$ cat config.mk
export PLATFORM = sky130hd
export DESIGN_NAME = sprite_plotter
export DESIGN_NICKNAME = d
export VERILOG_FILES = /design/src/rtl/sprite_plotter.sv
export SDC_FILE = /design/constraint.sdc
export NUM_CORES = 1
export LEC_CHECK = 0
export CELL_PAD_IN_SITES_DETAIL_PLACEMENT = 1
export CELL_PAD_IN_SITES_GLOBAL_PLACEMENT = 2
export CORE_MARGIN = 3
export CORE_UTILIZATION = 33
export CTS_CLUSTER_SIZE = 25
export DETAILED_ROUTE_END_ITERATION = 16
export PLACE_DENSITY = 0.85
export SLEW_MARGIN = 20
export SYNTH_ARGS = -nofsm -noshare
export SYNTH_HDL_FRONTEND = slang
export SYNTH_SLANG_ARGS = --single-unit
$ cat constraint.sdc
create_clock -name clk -period 4.9 [get_ports clk]
set_clock_uncertainty 0.15 [all_clocks]
set_input_delay 0.98 -clock clk [delete_from_list [all_inputs] [get_ports clk]]
set_output_delay 0.98 -clock clk [all_outputs]
set_load 0.005 [all_outputs]
$ cat src/rtl/sprite_plotter.sv
// Sprite plotter: scans a full-screen, bubble or item image out of an external ROM and emits one VGA pixel write per cycle.
// Optional build macro PLOTTER_TRANSPARENCY_EN suppresses bubble/item pixels whose colour equals TRANSP_COLOUR.
module sprite_plotter #(
    parameter int unsigned          COLOUR_W      = 3,
    parameter int unsigned          SCREEN_W      = 160,
    parameter int unsigned          SCREEN_H      = 120,
    parameter int unsigned          BUBBLE_W      = 32,
    parameter int unsigned          BUBBLE_H      = 32,
    parameter int unsigned          BUBBLE_X      = 96,
    parameter int unsigned          BUBBLE_Y      = 8,
    parameter int unsigned          ITEM_W        = 16,
    parameter int unsigned          ITEM_H        = 16,
    parameter logic [COLOUR_W-1:0]  TRANSP_COLOUR = 3'b101
) (
    input  logic                 clk,
    input  logic                 reset,
    input  logic                 draw_scrn_start,
    input  logic                 draw_scrn_game_bg,
    input  logic                 draw_gameover,
    input  logic                 draw_hungerbubble,
    input  logic                 draw_boredbubble,
    input  logic                 draw_sickbubble,
    input  logic                 draw_dirtybubble,
    input  logic                 draw_dyingbubble,
    input  logic                 draw_zzzs,
    input  logic                 draw_ball,
    input  logic                 draw_food,
    input  logic                 draw_broom,
    input  logic                 draw_pills,
    input  logic                 draw_firstAid,
    input  logic [7:0]           obj_x,
    input  logic [6:0]           obj_y,
    output logic [3:0]           rom_sel,
    output logic [14:0]          rom_addr,
    input  logic [COLOUR_W-1:0]  rom_data,
    output logic [7:0]           vga_x,
    output logic [6:0]           vga_y,
    output logic [COLOUR_W-1:0]  vga_colour,
    output logic                 vga_plot,
    output logic                 plot_done,
    output logic                 busy
);

    localparam int unsigned N_SRC      = 14;
    localparam int unsigned SEL_W      = 4;
    localparam int unsigned X_W        = 8;
    localparam int unsigned Y_W        = 7;
    localparam int unsigned COORD_W    = 9;
    localparam int unsigned ADDR_W     = 15;
    localparam int unsigned LAST_SCRN  = 2;
    localparam int unsigned LAST_BUBL  = 8;

`ifdef PLOTTER_TRANSPARENCY_EN
    localparam bit TRANSP_EN = 1'b1;
`else
    localparam bit TRANSP_EN = 1'b0;
`endif

    typedef enum logic [2:0] {
        S_IDLE,
        S_LOAD,
        S_SCAN,
        S_FLUSH,
        S_DONE
    } state_t;

    state_t              r_state;
    state_t              w_next;

    logic [N_SRC-1:0]    w_req;
    logic [SEL_W-1:0]    w_req_id;
    logic                w_busy;
    logic                w_done;

    logic [SEL_W-1:0]    r_sel;
    logic [X_W-1:0]      r_ox;
    logic [Y_W-1:0]      r_oy;
    logic [X_W-1:0]      r_w;
    logic [Y_W-1:0]      r_h;
    logic [X_W-1:0]      r_cx;
    logic [Y_W-1:0]      r_cy;

    logic                w_row_end;
    logic                w_last;
    logic [COORD_W-1:0]  w_sx;
    logic [COORD_W-1:0]  w_sy;
    logic                w_in_bounds;
    logic                w_key;

    logic [X_W-1:0]      r_vga_x;
    logic [Y_W-1:0]      r_vga_y;
    logic                r_plot_en;
    logic                r_pix_vld;

    assign w_req = {draw_firstAid, draw_pills, draw_broom, draw_food, draw_ball,
                    draw_zzzs, draw_dyingbubble, draw_dirtybubble, draw_sickbubble,
                    draw_boredbubble, draw_hungerbubble,
                    draw_gameover, draw_scrn_game_bg, draw_scrn_start};

    // Lowest asserted source id wins.
    always_comb begin
        w_req_id = '0;
        for (int i = N_SRC - 1; i >= 0; i--) begin
            if (w_req[i]) begin
                w_req_id = SEL_W'(i);
            end
        end
    end

    assign w_row_end = (r_cx == r_w - X_W'(1));
    assign w_last    = w_row_end && (r_cy == r_h - Y_W'(1));

    always_ff @(posedge clk or posedge reset) begin
        if (reset) begin
            r_state <= S_IDLE;
        end else begin
            r_state <= w_next;
        end
    end

    always_comb begin
        w_next = r_state;
        w_busy = 1'b1;
        w_done = 1'b0;
        case (r_state)
            S_IDLE: begin
                w_busy = 1'b0;
                if (|w_req) begin
                    w_next = S_LOAD;
                end
            end
            S_LOAD:  w_next = S_SCAN;
            S_SCAN: begin
                if (w_last) begin
                    w_next = S_FLUSH;
                end
            end
            S_FLUSH: w_next = S_DONE;
            S_DONE: begin
                w_done = 1'b1;
                w_next = S_IDLE;
            end
            default: begin
                w_busy = 1'b0;
                w_next = S_IDLE;
            end
        endcase
    end

    // Source latch, image geometry and row-major scan counters.
    always_ff @(posedge clk or posedge reset) begin
        if (reset) begin
            r_sel <= '0;
            r_ox  <= '0;
            r_oy  <= '0;
            r_w   <= '0;
            r_h   <= '0;
            r_cx  <= '0;
            r_cy  <= '0;
        end else begin
            case (r_state)
                S_IDLE: begin
                    if (|w_req) begin
                        r_sel <= w_req_id;
                    end
                end
                S_LOAD: begin
                    r_cx <= '0;
                    r_cy <= '0;
                    if (r_sel <= SEL_W'(LAST_SCRN)) begin
                        r_ox <= '0;
                        r_oy <= '0;
                        r_w  <= X_W'(SCREEN_W);
                        r_h  <= Y_W'(SCREEN_H);
                    end else if (r_sel <= SEL_W'(LAST_BUBL)) begin
                        r_ox <= X_W'(BUBBLE_X);
                        r_oy <= Y_W'(BUBBLE_Y);
                        r_w  <= X_W'(BUBBLE_W);
                        r_h  <= Y_W'(BUBBLE_H);
                    end else begin
                        r_ox <= obj_x;
                        r_oy <= obj_y;
                        r_w  <= X_W'(ITEM_W);
                        r_h  <= Y_W'(ITEM_H);
                    end
                end
                S_SCAN: begin
                    if (w_row_end) begin
                        r_cx <= '0;
                        r_cy <= w_last ? '0 : r_cy + Y_W'(1);
                    end else begin
                        r_cx <= r_cx + X_W'(1);
                    end
                end
                default: begin
                    r_cx <= r_cx;
                end
            endcase
        end
    end

    assign w_sx        = COORD_W'(r_ox) + COORD_W'(r_cx);
    assign w_sy        = COORD_W'(r_oy) + COORD_W'(r_cy);
    assign w_in_bounds = (w_sx < COORD_W'(SCREEN_W)) && (w_sy < COORD_W'(SCREEN_H));

    // Stage 1: coordinates line up with the ROM word that arrives one cycle after its address.
    always_ff @(posedge clk or posedge reset) begin
        if (reset) begin
            r_vga_x   <= '0;
            r_vga_y   <= '0;
            r_plot_en <= 1'b0;
            r_pix_vld <= 1'b0;
        end else begin
            r_vga_x   <= w_sx[X_W-1:0];
            r_vga_y   <= w_sy[Y_W-1:0];
            r_plot_en <= (r_state == S_SCAN) && w_in_bounds;
            r_pix_vld <= (r_state == S_SCAN);
        end
    end

    // Full-screen sources (ids 0-2) are never keyed.
    assign w_key = TRANSP_EN && (r_sel > SEL_W'(LAST_SCRN)) && (rom_data == TRANSP_COLOUR);

    assign rom_sel    = r_sel;
    assign rom_addr   = ADDR_W'(r_cy) * ADDR_W'(r_w) + ADDR_W'(r_cx);
    assign vga_x      = r_vga_x;
    assign vga_y      = r_vga_y;
    assign vga_colour = r_pix_vld ? rom_data : '0;
    assign vga_plot   = r_plot_en && !w_key;
    assign plot_done  = w_done;
    assign busy       = w_busy;

endmodule

==> results by group, run 1 <==
Detailed routing
  – Residual DRC count: 0
  – Drt pass-1 iters: 6
  – Post-route ant nets: 0
  – Vias: 3585
  – Vias per inst: 5.014
  – WL per Instance: 16.09 µm
  – Final wirelength: 11500 µm
  – DRT iter0 DRCs: 129

Synth
  – Largest area contributor in the synthesized netlist: dfrtp_1
  – Post-synthesis mux area share: 0.008086
  – Post-Synth Adder-Cell Area: 0.2019
  – Prevailing post-synth register cell: dfrtp_1
  – Syn Area/Cell: 9.367 µm²
  – XOR/XNOR share of the synthesized area: 0.05660
  – Post-Syn Instances: 446
  – Largest family of logic cells by synthesized area: adder cells
  – Syn nets: 542
  – #FFs+latches synth: 58
  – Compound-Gate Fraction of Synth Area: 0.1479
  – FFs w/ async S/R, synth: 1.000
  – Synth warnings: 0
  – Post-synth EDFFs: 0
  – Post-Synth Simple-Gate Area: 0.1884
  – Synth top area share: 0.3474
  – Mapped Area: 0.004178 mm²
  – Area contributors post-synth: dfrtp_1, ha_1, nand2_1
  – Register area share after synthesis: 0.3474
  – Distinct cells, synth: 60

Cells and area
  – Nets@finish: 639
  – Footprint of the multi-input gates: 0.002643 mm²
  – Filler Cell Count: 1431
  – Most frequent cells in the layout: clkdlybuf4s50_1, dfrtp_1, nand2_1, ha_1, nor2_1
  – Layout cells sized above 1: 0.1389
  – Ant. Diodes: 0
  – Commonest non-fill, non-tap cell in the layout: clkdlybuf4s50_1
  – Post-synthesis to final-layout area growth: 35.79%
  – Register area: 0.001451 mm²
  – Finished layout cell area: 0.005673 mm²

STA
  – Slew HR: 0.4682
  – Final Hold Vio Count: 0
  – Fin crit period: 4725 ps
  – Maximum clock rate: 211.6 MHz
  – Least-Margin Pin Slew: 790.9 ps
  – Final setup viols: 0
  – Max Slew Vio Count: 0
  – RSZ-0062 raised after global routing: false
  – Fin crit share: 0.9643

Placed design
  – Dpl cell area: 0.005219 mm²
  – PortBufs: 73
  – Final HPWL DP: 8833 µm
  – Placer congestion estimate: 0.8144

Global routing
  – Congestion Overflow GR: 0
  – Initial antenna violation count: 0
  – First-pass GRT wire length: 19570 µm
  – Largest net degree at the start of global routing: 35
  – Vias in the first global route: 3943
  – All-Layer GR Usage: 0.1715

Worst setup path
  – CP Class: register to output port
  – Arrival @ worst endpoint: 3600 ps
  – CP required: 3770 ps
  – CP startpoint kind: register
  – CP endpoint kind: output port
  – Crit Path Max Fanout: 3

Worst hold path
  – Tightest Hold Check Type: register to register

Floorplanning
  – Die area: 0.01405 mm²
  – FP Rows: 40
  – Core box area: 0.01221 mm²
  – Die height: 118.5 µm
  – I/O pins: 74
  – Die width: 118.5 µm
  – Starting Density: 0.3421

Power
  – Pleak: 2.798 nW
  – Power Dens Cells: 447.6 mW/mm²
  – Tot Pwr: 2.539 mW
  – VDD IR max: 0.0002700 V

CTS
  – Clock Sinks: 58
  – Htree depth: 3
  – Clock slew at reported path FFs: 50 ps
  – TritonCTS clock tree: built
  – CTS root buf: clkbuf_16
  – Max clock buf depth: 2
  – Worst-Skew Late Latency: 330 ps
  – Total CTS buffers: 9

Run status
  – Run status: finished clean

Flow run
  – Maxcap violations: 0
==> cells in the mapped netlist, drive strengths merged, types with 4 or more instances <==
| library cell | instances |
|---|---|
| nand2 | 56 |
| nor3b | 4 |
| o41ai | 4 |
| a21o | 5 |
| nor3 | 6 |
| inv | 34 |
| and3 | 6 |
| a211oi | 4 |
| a21oi | 16 |
| fa | 9 |
| dfrtp | 58 |
| xor2 | 9 |
| xnor2 | 15 |
| o21ai | 30 |
| buf | 10 |
| and2 | 13 |
| nor2 | 37 |
| ha | 53 |
| o21bai | 6 |
| nand3 | 28 |
==> area by class of cell <==
type                            count  share of cell area
Sequential cell                    58              0.2558
Clock inverter                      2             0.01059
Tap cell                          168             0.03705
Multi-Input combinational cell    341              0.4658
Clock buffer                       13             0.04588
Timing Repair Buffer               99              0.1623
Inverter                           34             0.02250
==> worst max-delay path, cell delays in order, from the launching register on <==
cell	delay [ps]
dfrtp_1	390
buf_4	140
and2_1	130
ha_1	330
ha_4	290
ha_4	190
fa_1	470
ha_1	320
buf_4	160
a21oi_4	140
o21ai_2	90
o41ai_2	240
xnor2_1	170
clkdlybuf4s15_2	220
==> cells by family after synthesis <==
logic type               count (synthesis)
adder cells (fa/ha/maj)                 62
multiplexers                             3
flip-flops                              58
XOR/XNOR                                24
AO/OA/AOI/OAI                           86
AND/OR/NAND/NOR                        166
buffers and inverters                   47
==> per-stage QoR <==
stage	utilization	setup WS [ps]	hold slack (ps)	std cells	TNS (ps)
after floorplan	-	408.0	292.8	446	0
after global placement	0.4274	-60.40	309.9	698	-60.40
after detailed placement	0.4274	-120.5	317.7	698	-184.7
after CTS	0.4633	4.259	332.6	714	0
after global routing	0.4645	7.790	368.6	715	0
final	0.4645	174.8	328.3	715	0
==> registers in the layout (all words and copies together), names as in the netlist <==
signal     cells
r_cx           8
r_ox           8
vga_x          8
r_cy           7
r_oy           7
vga_y          7
rom_sel        4
r_state        3
r_h            2
r_w            2
r_pix_vld      1
vga_plot       1
==> power by group <==
group          internal, mW  switching, mW
Clock                 0.470          0.218
Combinational         0.493          0.569
Sequential            0.649          0.141
Total                  1.61          0.928
==> routing by layer <==
layer  GRT usage  up-vias  wire [µm]
met4     0.05576        0        182
met1      0.2094     1768       5053
met3     0.03493       14        409
met5           0        -          0
met2      0.3023       62       5858
li1            -     1741          -
==> final timing paths <==
path	startpoint	to	slack, ps	cells past startpoint
setup reg to reg	r_cx[0]$_DFFE_PP0P_	vga_plot$_DFF_PP0_	2150	8
max in group asynchronous	reset	vga_x[4]$_DFF_PP0_	2850	3
min in group asynchronous	reset	r_cy[2]$_DFFE_PP0P_	890	2
hold / removal	r_ox[2]$_DFFE_PP0P_	r_ox[2]$_DFFE_PP0P_	330	2
setup / recovery	r_w[5]$_DFFE_PP0P_	rom_addr[13]	170	13
hold reg to reg	r_ox[2]$_DFFE_PP0P_	r_ox[2]$_DFFE_PP0P_	330	2
==> repair_timing <==
| action | 4_1_cts | 5_1_grt |
|---|---|---|
| gates resized for setup | 21 | 4 |
| pin swaps | 4 | 5 |
| endpoints found under the setup margin | 6 | 3 |
| hold buffers | 0 | 0 |
| setup buffers | 1 | 1 |
Note: power is estimated with default switching activity, not from simulation.
==> run 2, diff against run 1 <==
Settings changed: CORE_UTILIZATION 33 to 30, PLACE_DENSITY 0.85 to 0.82.
Clock period 4.9 ns to 4.3 ns, I/O delays scaled along.
==> run 2 against run 1 <==
The run now ends with negative setup slack left. Die area increased by 9.5%. Core utilization down 2.0 points. Global-route usage decreased by 0.11 points. Sequential power grew 13%. Critical path depth grew 1. Cell count up 3.5%. Clock-buffer cell count is 1 lower. Sequential cell count unchanged. Worst hold slack got worse by 3.8 ps. First-iteration DRC count grew 9.3%. Critical path type unchanged.
==> results by group, run 2 (synthesis results as in run 1) <==
Floorplanning
  – Core box area: 0.01345 mm² (+10%)
  – Die area: 0.01538 mm² (+9.5%)
  – I/O pins: 74 (unchanged)
  – Die width: 124.0 µm (+4.6%)
  – Die height: 124.0 µm (+4.6%)
  – FP Rows: 42 (+5.0%)
  – Starting Density: 0.3105 (-0.03156)

Worst setup path
  – CP startpoint kind: register
  – CP required: 3290 ps (-480 ps)
  – Register-to-Register Setup Slack: 1840 ps (-310 ps)
  – Crit Path Max Fanout: 3 (unchanged)
  – Arrival @ worst endpoint: 3540 ps (-60 ps)
  – CP endpoint kind: output port
  – CP Class: register to output port

Global routing
  – First-pass GRT wire length: 20490 µm (+4.7%)
  – All-Layer GR Usage: 0.1704 (-0.001122)
  – Congestion Overflow GR: 0 (unchanged)
  – Largest net degree at the start of global routing: 31 (-11%)
  – Vias in the first global route: 4131 (+4.8%)
  – Initial antenna violation count: 0 (unchanged)

CTS
  – Worst-Skew Late Latency: 330 ps (about the same)
  – Hold buffers post-CTS: 0 (unchanged)
  – Max clock buf depth: 2 (unchanged)
  – Htree depth: 3 (unchanged)
  – Total CTS buffers: 9 (unchanged)
  – CTS root buf: clkbuf_16
  – Clock slew at reported path FFs: 50 ps (about the same)
  – TritonCTS clock tree: built
  – Clock Sinks: 58 (unchanged)

Detailed routing
  – Post-route ant nets: 0 (unchanged)
  – WL per Instance: 16.51 µm (+2.6%)
  – Residual DRC count: 0 (unchanged)
  – Final wirelength: 12220 µm (+6.2%)
  – Vias: 3692 (+3.0%)
  – DRT iter0 DRCs: 141 (+9.3%)
  – Vias per inst: 4.989 (-0.49%)
  – Drt pass-1 iters: 4 (-2)

STA
  – Final Hold Vio Count: 0 (unchanged)
  – Slew HR: 0.2950 (-0.1732)
  – Final setup viols: 5 (+5)
  – Fin Setup TNS: -783.8 ps (-783.8 ps)
  – Fin crit share: 1.058
  – Fin crit period: 4551 ps
  – Least-Margin Pin Slew: 1053 ps (+261.9 ps)
  – Setup WS post-layout: -250.6 ps (-425.4 ps)
  – RSZ-0062 raised after global routing: true
  – Maximum clock rate: 219.8 MHz
  – Max Slew Vio Count: 0 (unchanged)

Cells and area
  – Ant. Diodes: 0 (unchanged)
  – Most frequent cells in the layout: clkdlybuf4s50_1, dfrtp_1, nand2_1, buf_4, ha_1
  – Commonest non-fill, non-tap cell in the layout: clkdlybuf4s50_1
  – Layout cells sized above 1: 0.2252 (+0.08624)
  – Nets@finish: 655 (+2.5%)
  – Finished layout cell area: 0.005978 mm² (+5.4%)
  – Post-synthesis to final-layout area growth: 43.10%
  – Filler Cell Count: 1569 (+9.6%)

Power
  – VDD IR max: 0.0002347 V (-13%)
  – Power Dens Cells: 480.1 mW/mm² (+7.3%)
  – Tot Pwr: 2.870 mW (+13%)
  – Pleak: 2.860 nW (+2.2%)

Placed design
  – Final HPWL DP: 8971 µm (+1.6%)
  – Placer congestion estimate: 0.8373 (+2.8%)
  – Dpl cell area: 0.005300 mm² (+1.6%)
  – PortBufs: 73 (unchanged)

Flow run
  – Maxcap violations: 0 (unchanged)

Run status
  – Failing checks: negative setup slack
  – Run status: finished with violations

Worst hold path
  – Tightest Hold Check Type: register to register
[run 2: worst paths after layout]
path,start,endpoint,cells past startpoint
max,r_w[5]$_DFFE_PP0P_,rom_addr[14],14
min,r_oy[2]$_DFFE_PP0P_,r_oy[2]$_DFFE_PP0P_,2
max reg2reg,r_cx[0]$_DFFE_PP0P_,vga_plot$_DFF_PP0_,8
min reg2reg,r_oy[2]$_DFFE_PP0P_,r_oy[2]$_DFFE_PP0P_,2
max in group asynchronous,reset,r_pix_vld$_DFF_PP0_,3
min in group asynchronous,reset,vga_y[2]$_DFF_PP0_,2
[run 2: layout make-up]
type,count,area (µm²),share of cell area
Tap cell,176,220.2,0.03684
Clock inverter,4,50.05,0.008372
Multi-Input combinational cell,341,2831,0.4736
Sequential cell,58,1451,0.2428
Timing Repair Buffer,115,1041,0.1741
Inverter,34,127.6,0.02135
Clock buffer,12,256.5,0.04291
[run 2: stage by stage]
| step | std cells | setup WS, ps | hold slack (ps) | util |
|---|---|---|---|---|
| after floorplan | 446 | 26.22 | 292.8 | - |
| after global placement | 714 | -475.6 | 307.1 | 0.3940 |
| after detailed placement | 714 | -598.6 | 317.9 | 0.3940 |
| after CTS | 738 | -275.5 | 329.2 | 0.4362 |
| after global routing | 740 | -375.2 | 364.3 | 0.4444 |
| final | 740 | -250.6 | 324.6 | 0.4444 |
[run 2: what timing repair did]
| item | 4_1_cts | 5_1_grt |
|---|---|---|
| pin swaps | 23 | 11 |
| endpoints found under the setup margin | 8 | 7 |
| setup buffers | 9 | 4 |
| gates resized for setup | 60 | 18 |
[run 2: where the power goes]
part	switching (mW)	internal, mW
registers	0.156	0.740
clock network	0.251	0.479
logic	0.665	0.579
total	1.07	1.80
[run 2: routing by layer]
metal	share of wire	vias up	wire length [µm]	GRT usage
li1	-	1770	-	-
met1	0.41	1828	5051	0.2040
met2	0.52	82	6407	0.3075
met3	0.049	12	604	0.03996
met4	0.013	0	155	0.04175
met5	0	-	0	0
[run 2: worst max-delay path: stages (launching register included)]
cell     delay (ps)
dfrtp_1         400
buf_6           130
buf_4           130
and2_4          140
ha_4            230
ha_2            160
fa_1            430
ha_2            210
fa_2            390
a21o_1          190
a21oi_2         190
o21ai_2         100
o41ai_2         230
xor2_1          160
buf_2           130
